$ cat src/rtl/sparse_mac_pkg.sv
// sparse_mac_pkg: default widths, shared stream typedefs and small helpers
// for the sparse decoder family.
package sparse_mac_pkg;

    localparam int SKIP_W             = 8;
    localparam int VALUE_W            = 16;
    localparam int INDEX_W            = 16;
    localparam int DECODER_FIFO_DEPTH = 8;
    localparam int CH_W               = 2;

    typedef struct packed {
        logic [SKIP_W-1:0]  skip;
        logic [VALUE_W-1:0] value;
    } sram_data_t;

    typedef struct packed {
        logic [INDEX_W-1:0] index;
        logic [VALUE_W-1:0] value;
    } decoder_data_t;

    typedef struct packed {
        decoder_data_t   data;
        logic [CH_W-1:0] ch;
        logic            last;
    } decoder_out_t;

    function automatic int clog2_min1(input int n);
        return n > 1 ? $clog2(n) : 1;
    endfunction

endpackage

$ cat src/rtl/fifo_sync.sv
// fifo_sync: synchronous FIFO, any depth. FWFT=0 gives a 1-cycle registered
// read; FWFT=1 presents the head combinationally.
module fifo_sync #(
    parameter int WIDTH = 8,
    parameter int DEPTH = 8,
    parameter bit FWFT  = 1'b0
) (
    input  logic             clk_i,
    input  logic             rst_ni,
    input  logic             wr_en_i,
    input  logic [WIDTH-1:0] wr_data_i,
    input  logic             rd_en_i,
    output logic [WIDTH-1:0] rd_data_o,
    output logic             full_o,
    output logic             empty_o
);
    localparam int AW = DEPTH > 1 ? $clog2(DEPTH) : 1;
    localparam int NW = $clog2(DEPTH + 1);

    logic [WIDTH-1:0] mem_q [DEPTH];
    logic [WIDTH-1:0] rd_q;
    logic [AW-1:0]    wr_ptr_q, rd_ptr_q;
    logic [NW-1:0]    cnt_q;
    logic             wr, rd;

    function automatic logic [AW-1:0] inc(input logic [AW-1:0] p);
        return p == AW'(DEPTH - 1) ? '0 : p + 1'b1;
    endfunction

    assign full_o    = cnt_q == NW'(DEPTH);
    assign empty_o   = cnt_q == '0;
    assign wr        = wr_en_i & ~full_o;
    assign rd        = rd_en_i & ~empty_o;
    assign rd_data_o = FWFT ? mem_q[rd_ptr_q] : rd_q;

    // Memory is reset so a FWFT head reads as zero straight out of reset.
    always_ff @(posedge clk_i or negedge rst_ni) begin
        if (!rst_ni) begin
            mem_q    <= '{default: '0};
            rd_q     <= '0;
            wr_ptr_q <= '0;
            rd_ptr_q <= '0;
            cnt_q    <= '0;
        end else begin
            if (wr) mem_q[wr_ptr_q] <= wr_data_i;
            if (wr) wr_ptr_q <= inc(wr_ptr_q);
            if (rd) rd_q <= mem_q[rd_ptr_q];
            if (rd) rd_ptr_q <= inc(rd_ptr_q);
            cnt_q <= cnt_q + NW'(wr) - NW'(rd);
        end
    end

endmodule

$ cat src/rtl/sparse_decoder_mc_rr_arbiter.sv
// rr_arbiter: one-hot round-robin grant; the search starts just after the
// previous winner, which becomes the new pointer.
module rr_arbiter #(
    parameter  int N  = 4,
    localparam int PW = N > 1 ? $clog2(N) : 1
) (
    input  logic          clk_i,
    input  logic          rst_ni,
    input  logic          en_i,
    input  logic [N-1:0]  req_i,
    output logic [N-1:0]  gnt_o,
    output logic [PW-1:0] idx_o
);
    logic [PW-1:0] ptr_q, ptr_d, j;
    logic          found;

    always_comb begin
        gnt_o = '0;
        idx_o = ptr_q;
        found = 1'b0;
        j     = '0;
        for (int i = 1; i <= N; i++) begin
            j = PW'((int'(ptr_q) + i) % N);
            if (!found && en_i && req_i[j]) begin
                found    = 1'b1;
                gnt_o[j] = 1'b1;
                idx_o    = j;
            end
        end
        ptr_d = found ? idx_o : ptr_q;
    end

    always_ff @(posedge clk_i or negedge rst_ni) begin
        if (!rst_ni) ptr_q <= PW'(N - 1);
        else         ptr_q <= ptr_d;
    end

endmodule

$ cat src/rtl/sparse_decoder_mc.sv
// sparse_decoder_mc: merges NUM_CH run-length (skip,value) streams into one
// indexed, channel-tagged stream. Zero-value filtering: SPARSE_DEC_ZERO_FILTER_EN.
module sparse_decoder_mc #(
    parameter  int NUM_CH        = 4,
    parameter  int SKIP_W        = sparse_mac_pkg::SKIP_W,
    parameter  int VALUE_W       = sparse_mac_pkg::VALUE_W,
    parameter  int INDEX_W       = sparse_mac_pkg::INDEX_W,
    parameter  int IN_FIFO_DEPTH = sparse_mac_pkg::DECODER_FIFO_DEPTH,
    parameter  int OUT_DEPTH     = 4,
    localparam int CW            = sparse_mac_pkg::clog2_min1(NUM_CH)
) (
    input  logic                          mac_clk,
    input  logic                          mac_rst,
    input  logic [NUM_CH-1:0]             sram_valid_i,
    output logic [NUM_CH-1:0]             sram_ready_o,
    input  logic [NUM_CH-1:0]             sram_last_i,
    input  logic [NUM_CH*(SKIP_W+VALUE_W)-1:0] sram_data_i,
    output logic                          decoder_valid_o,
    input  logic                          decoder_ready_i,
    output logic [INDEX_W+VALUE_W-1:0]    decoder_data_o,
    output logic [CW-1:0]                 decoder_ch_o,
    output logic                          decoder_last_o,
    output logic [NUM_CH-1:0]             overflow_o
);
    import sparse_mac_pkg::*;

    localparam int DW = SKIP_W + VALUE_W;
    localparam int KW = $clog2(OUT_DEPTH + 1);
`ifdef SPARSE_DEC_ZERO_FILTER_EN
    localparam bit ZERO_FILTER = 1'b1;
`else
    localparam bit ZERO_FILTER = 1'b0;
`endif

    typedef struct packed {
        logic               last;
        logic [SKIP_W-1:0]  skip;
        logic [VALUE_W-1:0] value;
    } in_ent_t;

    typedef struct packed {
        logic [INDEX_W-1:0] index;
        logic [VALUE_W-1:0] value;
        logic [CW-1:0]      ch;
        logic               last;
    } out_ent_t;

    in_ent_t            in_q [NUM_CH];
    in_ent_t            ent;
    out_ent_t           out_w, head;
    logic [NUM_CH-1:0]  in_full, in_empty, rden;
    logic [CW-1:0]      gnt_idx, dec_ch_q;
    logic               run_q, dec_vld_q, issue, hs, zero, push, drop, out_full, out_empty;
    logic [KW-1:0]      credits_q, credits_d;
    logic [INDEX_W-1:0] acc_q [NUM_CH];
    logic [INDEX_W-1:0] acc_d [NUM_CH];
    logic [NUM_CH-1:0]  first_q, first_d, ovf_q, ovf_d;
    logic [INDEX_W:0]   sum;

    // run_q keeps ready low while in reset and for the first cycle after.
    assign sram_ready_o = run_q ? ~in_full : '0;

    for (genvar c = 0; c < NUM_CH; c++) begin : g_in
        fifo_sync #(.WIDTH(DW + 1), .DEPTH(IN_FIFO_DEPTH), .FWFT(1'b0)) u_in_fifo (
            .clk_i     (mac_clk),
            .rst_ni    (mac_rst),
            .wr_en_i   (sram_valid_i[c] & sram_ready_o[c]),
            .wr_data_i ({sram_last_i[c], sram_data_i[c*DW +: DW]}),
            .rd_en_i   (rden[c]),
            .rd_data_o (in_q[c]),
            .full_o    (in_full[c]),
            .empty_o   (in_empty[c])
        );
    end

    rr_arbiter #(.N(NUM_CH)) u_arb (
        .clk_i  (mac_clk),
        .rst_ni (mac_rst),
        .en_i   (credits_q != '0),
        .req_i  (~in_empty),
        .gnt_o  (rden),
        .idx_o  (gnt_idx)
    );

    assign issue = |rden;
    assign ent   = in_q[dec_ch_q];
    assign sum   = first_q[dec_ch_q] ? (INDEX_W+1)'(ent.skip)
                 : {1'b0, acc_q[dec_ch_q]} + (INDEX_W+1)'(ent.skip) + (INDEX_W+1)'(1);
    assign zero  = ZERO_FILTER && ent.value == '0 && !ent.last;
    assign push  = dec_vld_q & ~sum[INDEX_W] & ~zero;
    assign drop  = dec_vld_q & ~push;
    assign out_w = '{index: sum[INDEX_W-1:0], value: ent.value, ch: dec_ch_q, last: ent.last};

    always_comb begin
        acc_d   = acc_q;
        first_d = first_q;
        ovf_d   = ovf_q;
        if (dec_vld_q) begin
            if (sum[INDEX_W]) ovf_d[dec_ch_q] = 1'b1;
            else begin
                acc_d[dec_ch_q]   = sum[INDEX_W-1:0];
                first_d[dec_ch_q] = 1'b0;
            end
            if (ent.last) first_d[dec_ch_q] = 1'b1;
        end
    end

    // Credits track free output slots including entries still in flight.
    assign hs        = decoder_valid_o & decoder_ready_i;
    assign credits_d = credits_q - KW'(issue) + KW'(hs) + KW'(drop);

    fifo_sync #(.WIDTH($bits(out_ent_t)), .DEPTH(OUT_DEPTH), .FWFT(1'b1)) u_out_fifo (
        .clk_i     (mac_clk),
        .rst_ni    (mac_rst),
        .wr_en_i   (push & ~out_full),
        .wr_data_i (out_w),
        .rd_en_i   (hs),
        .rd_data_o (head),
        .full_o    (out_full),
        .empty_o   (out_empty)
    );

    assign decoder_valid_o = ~out_empty;
    assign decoder_data_o  = {head.index, head.value};
    assign decoder_ch_o    = head.ch;
    assign decoder_last_o  = head.last;
    assign overflow_o      = ovf_q;

    always_ff @(posedge mac_clk or negedge mac_rst) begin
        if (!mac_rst) begin
            run_q     <= 1'b0;
            dec_vld_q <= 1'b0;
            dec_ch_q  <= '0;
            credits_q <= KW'(OUT_DEPTH);
            acc_q     <= '{default: '0};
            first_q   <= '1;
            ovf_q     <= '0;
        end else begin
            run_q     <= 1'b1;
            dec_vld_q <= issue;
            dec_ch_q  <= gnt_idx;
            credits_q <= credits_d;
            acc_q     <= acc_d;
            first_q   <= first_d;
            ovf_q     <= ovf_d;
        end
    end

endmodule

$ cat config.mk
export PLATFORM = sky130hd
export DESIGN_NAME = sparse_decoder_mc
export DESIGN_NICKNAME = d
export VERILOG_FILES = /design/src/rtl/sparse_mac_pkg.sv /design/src/rtl/fifo_sync.sv /design/src/rtl/sparse_decoder_mc_rr_arbiter.sv /design/src/rtl/sparse_decoder_mc.sv
export SDC_FILE = /design/constraint.sdc
export NUM_CORES = 2
export LEC_CHECK = 0
export BUFFER_PORTS_ARGS = -buffer_cell sky130_fd_sc_hd__buf_4
export CAP_MARGIN = 20
export CORE_MARGIN = 2
export CORE_UTILIZATION = 35
export CTS_CLUSTER_DIAMETER = 80
export DETAILED_ROUTE_END_ITERATION = 7
export PLACE_DENSITY = 0.59
export RECOVER_POWER = 100
export SYNTH_ARGS = -nofsm -noshare
export SYNTH_HDL_FRONTEND = slang
export SYNTH_HIERARCHICAL = 1
export SYNTH_SLANG_ARGS = --single-unit
$ cat constraint.sdc
create_clock -name mac_clk -period 16.9 [get_ports mac_clk]
set_clock_uncertainty 0.2 [all_clocks]
set_input_delay 0.845 -clock mac_clk [delete_from_list [all_inputs] [get_ports mac_clk]]
set_output_delay 0.845 -clock mac_clk [all_outputs]
set_load 0.005 [all_outputs]
## After elaboration in Yosys (flattened, before gate mapping)

Cells that the tools add are included.
Widths: inputs -> output; s select.

- Add/sub/neg operators: 29
- Bitwise logic cells: 50
- Shift operators: 0
- Multiply operators: 0
- Reductions and logical operators: 30
- Order comparisons: 27
- Equal/unequal tests: 15
- Div/mod/pow operators: 0
- Multiplexer cells: 86

Operators with widths:

| kind | count |
|---|---|
| $bwmux 200 | 4 |
| $mux 25 | 14 |
| $bmux 25 s3 | 4 |
| $demux 25 s3 | 4 |
| $bwmux 140 | 1 |
| $mux 35 | 3 |
| $bmux 35 s2 | 1 |
| $demux 35 s2 | 1 |
| $bwmux 64 | 1 |
| $bmux 25 s2 | 1 |
| $mux 16 | 3 |
| $bmux 16 s2 | 1 |
| $demux 16 s2 | 1 |
| $ge 4x4->1 const B | 8 |
| $mux 4 | 8 |
| $not 3->4 | 8 |
| $eq 3x3->1 const B | 9 |
| $add 3x1->3 const B | 8 |
| $mux 3 | 8 |
| $or 4x4->4 | 5 |
| $and 1x1->1 | 18 |
| $logic_and 1x1->1 | 18 |
| $add 16x8->17 | 1 |
| $add 17x1->17 const B | 1 |
| 28 further kinds | 106 |

- Word-level logic and storage cells: 303
- Bits in read-only memories: 0
- Bits of input ports: 107
- Register bits after elaboration: 1168
- Output and inout port bits: 44
- Memories kept: 0
- Latch bits: 0
- RAM bits: 0

## Longest topological paths before layout

- Depth after elaboration: 22
- Gate-level depth with buffers: 23

## By module

Netlist, hierarchy kept.

By module, submodules not included:

| module | instances | sequential area each (um^2) | cells an instance | area an instance (um^2) |
|---|---|---|---|---|
| fifo_sync (g_in[0].u_in_fifo ...) | 3 | 5880.6 | 736 | 10944.2 |
| fifo_sync (g_in[3].u_in_fifo) | 1 | 5880.6 | 737 | 10950.5 |
| fifo_sync (u_out_fifo) | 1 | 3678.5 | 909 | 10393.7 |
| sparse_decoder_mc | 1 | 1983.2 | 409 | 4683.2 |
| rr_arbiter | 1 | 52.6 | 76 | 638.1 |

## Least setup slack after synthesis

OpenSTA, ideal clock, no wires.

- Kind: register to register
- Start point: reg dec_ch_q[1]
- End point: reg u_out_fifo.cnt_q[2]
- Slack: 11.075 ns
- Period minus slack after synthesis: 5.825 ns
- Stages on the path, launching flop included: 22
- Arrival: 5.492 ns
- Required time: 16.567 ns
- Cell sequence: dfrtp_1 > buf_2 > buf_1 > buf_1 > clkbuf_1 > mux4_2 > fa_1 > a21o_1 > a21o_1 > a21oi_1 > nor2_1 > nor3b_1 > buf_2 > buf_2 > buf_2 > nand2b_1 > ha_1 > inv_1 > ha_1 > fa_1 > xor2_1 > xnor2_1

- Longest elaborated chain between the ends: 13
- Elaborated cells on any way between the ends: 18
- Those cells by class: 4 x add/sub; 9 x mux; 5 x bitwise

RTL lines:

| element | RTL line | RTL |
|---|---|---|
| from (decl) | sparse_decoder_mc.sv:52 | `logic [CW-1:0] gnt_idx, dec_ch_q;` |
| from (signal assigned) | sparse_decoder_mc.sv:141 | `dec_ch_q <= gnt_idx;` |
| $not 2->3 (implied by the code) | sparse_decoder_mc.sv:86, sparse_decoder_mc.sv:88 |  |
| $bmux 16 s2 / $bmux 25 s2 (equally long branches) | sparse_decoder_mc.sv:88, sparse_decoder_mc.sv:86 |  |
| $mux 16 (implied by the code) / $mux 25 (equally long branches) (2 in a row) | sparse_decoder_mc.sv:88, sparse_decoder_mc.sv:86 |  |
| $add 16x8->17 | sparse_decoder_mc.sv:88 | `: {1'b0, acc_q[dec_ch_q]} + (INDEX_W+1)'(ent.skip) + (INDEX_W+1)'(1);` |
| $add 17x1->17 | sparse_decoder_mc.sv:88 |  |
| $mux 17 * | sparse_decoder_mc.sv:87 | `assign sum = first_q[dec_ch_q] ? (INDEX_W+1)'(ent.skip)` |
| $not 1->1 (no line) * | n/a |  |
| $and 1x1->1 * | sparse_decoder_mc.sv:90 | `assign push = dec_vld_q & ~sum[INDEX_W] & ~zero;` |
| $and 1x1->1 * | sparse_decoder_mc.sv:115 | `.wr_en_i (push & ~out_full),` |
| $and 1x1->1 * | fifo_sync.sv:32 | `assign wr = wr_en_i & ~full_o;` |
| $add 3x1->3 * | fifo_sync.sv:49 | `cnt_q <= cnt_q + NW'(wr) - NW'(rd);` |
| $sub 3x1->3 * | fifo_sync.sv:49 |  |
| to (signal assigned) | fifo_sync.sv:49 |  |
| to (decl) | fifo_sync.sv:23 | `logic [NW-1:0] cnt_q;` |

Every way passes the cells marked *; elsewhere a longest branch is shown, timed or not. The select of a mux whose other input is x is not followed.
A chain may end at the register's enable or synchronous reset.

## Final worst setup path

- Start point: reg dec_ch_q[0]
- End point: reg u_out_fifo/mem_q[7] (netlist bit)

- Longest elaborated chain between the ends: 11
- Elaborated cells on any way between the ends: 17
- Those cells by class: 2 x add/sub; 10 x mux; 5 x bitwise

RTL lines:

| element | RTL line | RTL |
|---|---|---|
| $not 2->3 (implied by the code) | sparse_decoder_mc.sv:86, sparse_decoder_mc.sv:88 |  |
| $bmux 16 s2 / $bmux 25 s2 (equally long branches) | sparse_decoder_mc.sv:88, sparse_decoder_mc.sv:86 |  |
| $mux 16 (implied by the code) / $mux 25 (equally long branches) (2 in a row) | sparse_decoder_mc.sv:88, sparse_decoder_mc.sv:86 |  |
| $add 16x8->17 | sparse_decoder_mc.sv:88 |  |
| $add 17x1->17 | sparse_decoder_mc.sv:88 |  |
| $mux 17 | sparse_decoder_mc.sv:87 |  |
| $not 1->1 (no line) | n/a |  |
| $and 1x1->1 | sparse_decoder_mc.sv:90 |  |
| $and 1x1->1 | sparse_decoder_mc.sv:115 |  |
| $and 1x1->1 | fifo_sync.sv:32 |  |
| to (signal, indexed assignment) | fifo_sync.sv:45 | `if (wr) mem_q[wr_ptr_q] <= wr_data_i;` |
| to (decl) | fifo_sync.sv:20 | `logic [WIDTH-1:0] mem_q [DEPTH];` |

Several ways; a longest one is shown, not always the timed one. The select of a mux whose other input is x is not followed.

==> metrics <==
final hold violations 0; largest net degree at the start of global routing 171; Final nets ~4.5k; worst vdd ir 119.8 uV; synth-to-layout area growth 9.722%; vias in the first global route 38.53k; total track usage 0.1862; Setup TNS 0 ps; DR vias 36.72k; dpl ws 11,010 ps; # clock sinks 1,168; drt total wl 161,300 um; most common cell in the netlist dfrtp_1; CP Data Required Time about 17,000 ps; Vias per Instance 5.485; post-route clock period utilization 0.6074; grt ovf 0; core area 0.1691 mm^2; Final Util 0.3861; PortBufs 150; Post CTS Setup Buffer Count 0; clk buf depth 3; first-pass GRT wire length 249,700 um; CTS tree done; Resized cells post-CTS 0; Post-synth EDFFs 0; Top FF cell, synth dfrtp_1; YS warnings 6; fin area 0.06528 mm^2; Setup CP Type reg -> reg; Tmin final 10,270 ps; H-tree levels 4; sequential area share after synthesis 0.4914; Worst Setup Slack, final 6635 ps; Critical Path Source Type register; HP Class in -> reg; DR pass1 iterations 7; slew at the pin with the worst max-slew slack slightly below 5000 ps; Clock transition at path regs 60 ps; post-DP HPWL 94,700 um; Synth top cells by count 1,161 x dfrtp_1, 682 x mux2_2, 240 x mux2_4, 209 x mux2i_1, 172 x clkbuf_1; fraction of layout cells with a size suffix above 1 0.3087; initial core utilization 0.3519; routability cong. 0.7987; Die X 416.3 um; Critical Path End Type register; Num CTS Buffers 138; average size of a mapped cell 13.71 um^2; initial antenna violation count 20; FFs w/ async S/R, synth 1.000; DR WL/cell 24.09 um; Root Buffer clkbuf_16; die area 0.1733 mm^2; MaxCap Viol Count 49; Clock Latency Late Sink 790 ps; Yosys cell types 78; Mapped Cells 4,339; Post-Syn Nets 4,517; dominant cells by area after synthesis dfrtp_1 49%, mux2_2 13%, mux2_4 6.1%; Worst Path Max Fanout 108; slew margin rel. -2.290; RSZ-0062 raised after global routing no; final number of max-transition violations 1,642; Die Span Y 416.3 um; Iteration-0 DRC Markers around 2.6k; Routed Antenna Nets 0; CTS Hold Bufs 1; final hold slack around 140 ps; placed cell area 0.06213 mm^2; final setup violation count 0; DRC viols 0; status finished, violations left; Yosys reg bits 1,168; Pwr Density 212.8 mW/mm^2; cell taking the most area after synthesis dfrtp_1; # rows 151; leakage 28.38 nW; Synth top area share 0.4883; fmax slightly below 100 MHz; post-synthesis cell area 0.05950 mm^2; Ports 151; critical path arrival 10,690 ps; failing checks max-capacitance violations, max-slew violations
## report_power, final
part	internal [mW]	switching (mW)	leakage, nW
combinational	2.78	2.92	11.5
sequential	4.10	1.04	14.6
clock	1.81	1.25	2.30
total	8.68	5.21	28.4
## final timing paths
path / from / endpoint / slack, ps / cells past startpoint
min reg2reg: overflow_o[3]$_DFFE_PN0P_ / overflow_o[3]$_DFFE_PN0P_ / 270 / 1
min: sram_data_i[13] / g_in[0].u_in_fifo/mem_q[13]$_DFFE_PN0P_ / 140 / 2
max: dec_ch_q[0]$_DFF_PN0_ / u_out_fifo/mem_q[7]$_DFFE_PN0P_ / 6630 / 13
max in group asynchronous: mac_rst / g_in[3].u_in_fifo/rd_ptr_q[0]$_DFFE_PN0P_ / 7580 / 4
min in group asynchronous: mac_rst / g_in[0].u_in_fifo/mem_q[30]$_DFFE_PN0P_ / 2200 / 2
max reg2reg: dec_ch_q[0]$_DFF_PN0_ / u_out_fifo/mem_q[7]$_DFFE_PN0P_ / 6630 / 13
## metrics by stage
stage	power, mW	std cells
after CTS	14.33	6677
after detailed placement	11.21	6429
after global placement	11.06	6429
after global routing	14.78	6688
after floorplan	9.385	4339
final	13.89	6694
## final cells by class
type	count	area [um^2]
Clock buffer	206	4165
Antenna cell	15	37.54
Clock inverter	41	518.0
Multi-Input combinational cell	2742	26680
Timing Repair Buffer	239	1598
Sequential cell	1168	29260
Tap cell	2218	2775
Fill cell	16030	103800
Inverter	65	249.0
## placed cells by master (no fill, tap or decap), types with 103 or more instances in the layout
master / count
o31ai_1: 103
buf_4: 142
nand4bb_1: 144
mux2_2: 681
nand3_1: 141
dfrtp_1: 1154
o21ai_0: 158
clkbuf_16: 143
mux2i_1: 209
a21bo_2: 140
o211ai_1: 144
a22o_1: 108
mux2_1: 330
## cell families (layout without fill, tap and decap cells)
kind of cell | count (synthesis) | in the layout | share of synthesized area
and+or+nand+nor | 514 | 514 | 0.06530
AOI/OAI and AO/OA | 809 | 809 | 0.1066
DFF | 1168 | 1168 | 0.4914
muxes | 1324 | 1324 | 0.2767
adders and majority gates | 71 | 71 | 0.01594
other | 1 | 16 | 0.00006303
buffers and inverters | 429 | 551 | 0.04059
xor gates and xnor gates | 23 | 23 | 0.003386
## worst max-delay path, stage by stage, from the launching register on
cell	delay [ps]
dfrtp_1	890
clkbuf_1	1990
mux4_2	740
fa_1	460
a21o_1	190
a21o_1	200
a21oi_1	150
clkbuf_1	350
nor2_1	210
nor3b_1	300
clkbuf_1	2820
buf_4	1170
a21bo_2	250
o211ai_1	80
## layer usage
layer | GRT usage | vias to the layer above | part of all wire
li1 | - | 16365 | -
met1 | 0.2563 | 19497 | 0.46
met2 | 0.2996 | 629 | 0.48
met3 | 0.02904 | 213 | 0.037
met4 | 0.06163 | 12 | 0.028
met5 | 0 | - | 0.00049
## sequential cells by signal, summed over array words and instances (netlist names)
name and flops:
run_q 1, g_in.u_in_fifo/rd_data_o 100, u_arb/ptr_q 2, u_out_fifo/rd_ptr_q 2, first_q 4, credits_q 3, g_in.u_in_fifo/cnt_q 16, dec_ch_q 2
g_in.u_in_fifo/wr_ptr_q 12, g_in.u_in_fifo/mem_q 800, u_out_fifo/cnt_q 3, u_out_fifo/wr_ptr_q 2, acc_q 64, dec_vld_q 1, g_in.u_in_fifo/rd_ptr_q 12, u_out_fifo/mem_q 140
overflow_o 4
Note: power is estimated with default switching activity, not from simulation.
